### src/rtl/skid_buffer.sv
// skid_buffer: two-entry registered valid/ready stage.
// Main register drives out_data; skid catches one word during a stall.
module skid_buffer #(
  parameter int n = 8
) (
  input  logic         clk,
  input  logic         rst_n,
  input  logic         flush,
  input  logic [n-1:0] in_data,
  input  logic         in_valid,
  output logic         in_ready,
  output logic [n-1:0] out_data,
  output logic         out_valid,
  input  logic         out_ready,
  output logic [1:0]   count
);

  typedef enum logic [1:0] {
    EMPTY = 2'd0,
    ONE   = 2'd1,
    FULL  = 2'd2
  } state_t;

  state_t       state;
  logic [n-1:0] main_q;
  logic [n-1:0] skid_q;
  logic         push;
  logic         pop;

  // Handshake outputs come only from state, flush and reset.
  always_comb begin
    out_valid = (state != EMPTY);
    in_ready  = (state != FULL) && !flush && rst_n;
    count     = state;
    out_data  = main_q;
    push      = in_valid && in_ready;
    pop       = out_valid && out_ready;
  end

  // Occupancy and storage update; reset beats flush beats normal flow.
  always_ff @(posedge clk) begin
    if (!rst_n) begin
      state  <= EMPTY;
      main_q <= '0;
      skid_q <= '0;
    end else if (flush) begin
      state  <= EMPTY;
      main_q <= '0;
      skid_q <= '0;
    end else begin
      unique case (state)
        EMPTY: begin
          if (push) begin
            main_q <= in_data;
            state  <= ONE;
          end
        end
        ONE: begin
          if (push && pop) begin
            main_q <= in_data;
          end else if (push) begin
            skid_q <= in_data;
            state  <= FULL;
          end else if (pop) begin
            state  <= EMPTY;
          end
        end
        FULL: begin
          if (pop) begin
            main_q <= skid_q;
            state  <= ONE;
          end
        end
        default: begin
          state <= EMPTY;
        end
      endcase
    end
  end

endmodule

### config.mk
export PLATFORM = sky130hd
export DESIGN_NAME = skid_buffer
export DESIGN_NICKNAME = d
export VERILOG_FILES = /design/src/rtl/skid_buffer.sv
export SDC_FILE = /design/constraint.sdc
export NUM_CORES = 1
export LEC_CHECK = 0
export CAP_MARGIN = 10
export CORE_MARGIN = 2
export CORE_UTILIZATION = 45
export DETAILED_ROUTE_END_ITERATION = 8
export PLACE_DENSITY = 0.8
export SLEW_MARGIN = 40
export SYNTH_ARGS = -nofsm -noshare
export SYNTH_HDL_FRONTEND = slang
export SYNTH_SLANG_ARGS = --single-unit
### constraint.sdc
create_clock -name clk -period 1.7 [get_ports clk]
set_input_delay 0.17 -clock clk [delete_from_list [all_inputs] [get_ports clk]]
set_output_delay 0.17 -clock clk [all_outputs]
set_load 0.05 [all_outputs]
Word level (Yosys, flattened, before mapping)
Index checks and enable logic that the tools add are counted.
{ "totals": {"register_bits": 18, "in_bits": 13, "out_inout_bits": 12, "wordCells": 36} }
{ "classes": {"n_eq_ne": 8, "muxes": 10, "bitwise": 2, "n_reduce_logical": 13} }
{ "op_table": {"columns": ["operator", "n"], "rows": [
  ["two-way mux 8 bit", 3],
  ["case mux 8 bit (3 select lines)", 1],
  ["two-way mux 2 bit", 5],
  ["inequality test 2 bit (second input constant)", 5],
  ["AND reduction 4 bit", 2],
  ["case mux 2 bit (3 select lines)", 1],
  ["logical AND 1 bit", 5],
  ["inequality test 3 bit (second input constant)", 1],
  ["AND reduction 3 bit", 1],
  ["nonzero test 3 bit", 1],
  ["equality test 2 x 1 -> 1 bit (second input constant)", 1],
  ["equality test 2 bit (second input constant)", 1],
  ["zero test 2 bit", 1],
  ["NOT 1 bit", 2],
  ["nonzero test 2 bit", 1],
  ["OR reduction 2 bit", 1],
  ["zero test 1 bit", 1]
]} }

Depth between registers and ports, before layout
{ "depth": {"word_depth": 7, "depth_mapped": 5, "ltp_nobuf": 3} }

Worst setup path before layout
OpenSTA, ideal clock, no wires.
{ "synth_timing": {"kind": "register to output", "startpoint": "register state[0], in the netlist count[0]", "endpoint": "output in_ready", "t_arrival_ns": 1.629, "t_required_ns": 1.530, "path_slack_ns": -0.099, "path_stages_with_launch": 3, "n_path_buf": 0, "cell_sequence": "dfxtp_1 -> inv_1 -> a21oi_1"} }
{ "synth_via": {"elab_chain_cells": 3} }
{ "synth_lines": {"columns": ["element", "line_no", "rtl"], "rows": [
  ["from (decl)", "24", "state_t state;"],
  ["from (signal assigned)", "43", "state <= EMPTY;"],
  ["from (signal assigned)", "47", "state <= EMPTY;"],
  ["from (signal assigned)", "55", "state <= ONE;"],
  ["inequality test 2 bit", "33", "in_ready = (state != FULL) && !flush && rst_n;"],
  ["logical AND 1 bit (2 in series)", "33", null],
  ["to (decl)", "11", "output logic in_ready,"]
]} }
Every way passes these cells.

Worst setup path in the final report
{ "layout_timing": {"startpoint": "register main_q[1], in the netlist out_data[1]", "endpoint": "output out_data[1]"} }
{ "layout_rtl": {"columns": ["element", "line_no", "rtl"], "rows": [
  ["from (decl)", "25", "logic [n-1:0] main_q;"],
  ["from (signal assigned)", "54", "main_q <= in_data;"],
  ["from (signal assigned)", "60", "main_q <= in_data;"],
  ["from (signal assigned)", "70", "main_q <= skid_q;"],
  ["to (decl)", "12", "output logic [n-1:0] out_data,"]
]} }
No word-level cell between the ends.

==> run metrics <==
Clk Latency, worst-skew pair=~300 ps; deepest clock path buffer count=2; Root Buffer=clkbuf_4; Seq cells post-synth=18; setup_tns=0 ps; GRT busiest layer=met2; GR Util met2=around 33%; Clock transition at path regs=100 ps; Initial DRC Count=32; die width=roughly 48 um; sequential area share after synthesis=between 40% and 50%; FMAX=~600 MHz; number of buffers created by CTS=3; CP peak stage delay=just over 800 ps; max-slew headroom at the worst pin=66.50%; Hold/Removal Path Class=input port to flop; Design Power=0.8936 mW; total wire length=between 2000 and 2500 um; largest net degree at the start of global routing=11; sequential cell area=about 360 um2; share of layout cells above drive strength 1=23.68%; commonest cells after routing, fill and taps aside=19 x clkdlybuf4s50_1, 18 x dfxtp_1, 10 x a21oi_1; Tcrit/Tclk final=97.19%; row count=15; htree depth=1; Clock Sinks=18; Die Area=2312 um2; filler instances=~160; endpoints failing hold=0; most common cell after layout, fill and taps aside=clkdlybuf4s50_1; worst setup path class=flop to output port; LEAKAGE=around 0.42 nW; Largest delay share family, worst path=buffers and inverters; first-pass GRT wire length=approximately 3200 um; nets=~130; clk_skew=~1.4 ps; met1 Track Usage GR=25.34%; unrepaired setup endpoints after global routing=no; vias in the first global route=around 740; multi-input logic area=~460 um2; I/O Pins=25; CP Launch Type=flop; Initial Util=49.05%; Setup violations, final=0; drt first pass iters=5; number of port buffers=24; GPL Wtd Cong=roughly 0.79; outcome=finished, final reports clean; CTS tree=built; pre-CTS setup slack=between 80 and 90 ps; ANT nets after route=0; aggregate global-route resource usage=20.81%; Mapped Cells=between 80 and 90; MaxCap Viol Count=0; syn nets=100; Synth Area per Inst=a little over 10 um2; GRT met3 Usage=under 10%; distinct cell type count after synthesis=27; Synth-to-Final Area Change=36.19%; chip height=approximately 48 um; via count=a little over 800; grt ovf=0; critical-path cell list=clkdlybuf4s50_1; CP Capture Type=output port; DR WL/cell=15.19 um; Worst-Margin Slew=around 500 ps; WP data required=approximately 1500 ps; Slew Limit Fails=0; Core Region=1783 um2; crit path DAT=roughly 1500 ps; Final min period=about 1700 ps; crit path max fanout=2; final setup margin=about 48 ps; postcts setup bufs=0; DP Wirelength=1461 um; yosys warns=0; Avg Vias per Cell=between 5 and 6; initial antenna violation count=0; Post-Syn Area=just under 900 um2; power density cells=approximately 750 nW/um2; WP buf/inv=1; Peak supply drop=slightly above 0.4 mV; drt drc=0; diode count=0; Max stage delay cell, worst path=clkdlybuf4s50_1
[worst reg2reg max path, delay by kind of cell (launching register included)]
| family | cells | cell delay [ps] |
|---|---|---|
| flops | 1 | 550 |
| compound gates | 2 | 450 |
| simple gates | 1 | 320 |
[through the flow]
stage | area [um2] | hold slack [ps] | instances | util [%]
detailed placement | 1152 | 471.1 | 135 | 64.63
finish | 1191 | 451.0 | 139 | 66.81
global placement | 1152 | 460.1 | 135 | 64.63
CTS | 1189 | 450.7 | 139 | 66.67
global route | 1191 | 446.9 | 139 | 66.81
floorplan | 878.3 | 317.7 | 87 | -
[synth_stat cells (all sizes together)]
| cell type | n | area [um2] |
|---|---|---|
| clkbuf | 2 | 11.26 |
| nand3 | 8 | 40.04 |
| o211ai | 1 | 21.27 |
| o21ai | 8 | 40.04 |
| and4bb | 1 | 12.51 |
| nand2 | 2 | 15.01 |
| or2 | 1 | 6.260 |
| nand2b | 2 | 12.51 |
| nor3b | 1 | 7.510 |
| mux2i | 1 | 10.01 |
| nor2b | 2 | 12.51 |
| o21a | 9 | 67.56 |
| nand4bb | 1 | 27.53 |
| nor2 | 2 | 7.510 |
| o221a | 8 | 90.08 |
| nand3b | 2 | 18.77 |
| a21oi | 11 | 55.05 |
| inv | 1 | 3.750 |
| or3b | 1 | 8.760 |
| dfxtp | 18 | 360.4 |
| buf | 5 | 46.29 |
[cells by family after synthesis]
group / after synthesis / share of synthesized area, %
AND/OR/NAND/NOR: 23 / 19.31
flip-flops: 18 / 41.20
multiplexers: 1 / 1.145
buffers and inverters: 8 / 7.009
AO/OA/AOI/OAI: 37 / 31.33
[state kept, by name, indices dropped and copies added (netlist names)]
register / count
count: 2
out_data: 8
skid_q: 8
[worst paths after layout]
kind / slack (ps) / depth (start not counted) / to / start
hold reg to reg: 490 / 2 / skid_q[3]$_SDFFE_PP0P_ / skid_q[3]$_SDFFE_PP0P_
setup / recovery: 50 / 1 / out_data[1] / out_data[1]$_SDFFE_PP0P_
setup reg to reg: 280 / 3 / out_data[3]$_SDFFE_PP0P_ / count[0]$_SDFFE_PP0P_
hold / removal: 450 / 3 / skid_q[7]$_SDFFE_PP0P_ / in_data[7]
[timing repair]
item / in CTS / in global routing
hold buffers: 0 / 0
gates resized for setup: 0 / 1
endpoints found under the setup margin: 0 / 1
hold endpoints to repair: 0 / 0
[metal layers]
layer	part of all wire (%)	wire length, um	up-vias
met3	6.6	140	5
met4	1.7	36	0
met5	0	0	-
met1	44	938	386
li1	-	-	382
met2	47	998	34
[power breakdown]
part | total, mW | leakage (nW) | switching [mW] | internal [mW]
Clock | 0.268 | 0.0210 | 0.138 | 0.131
Combinational | 0.184 | 0.256 | 0.0994 | 0.0847
Sequential | 0.441 | 0.146 | 0.00916 | 0.432
[layout make-up]
class                   instances  area share [%]
well taps                      25           2.626
repair buffers                 30           25.42
clock buffers                   4           3.046
inverters                       1          0.3151
multi-input cells              61           38.34
flip-flops and latches         18           30.25
Note: power is estimated with default switching activity, not from simulation.
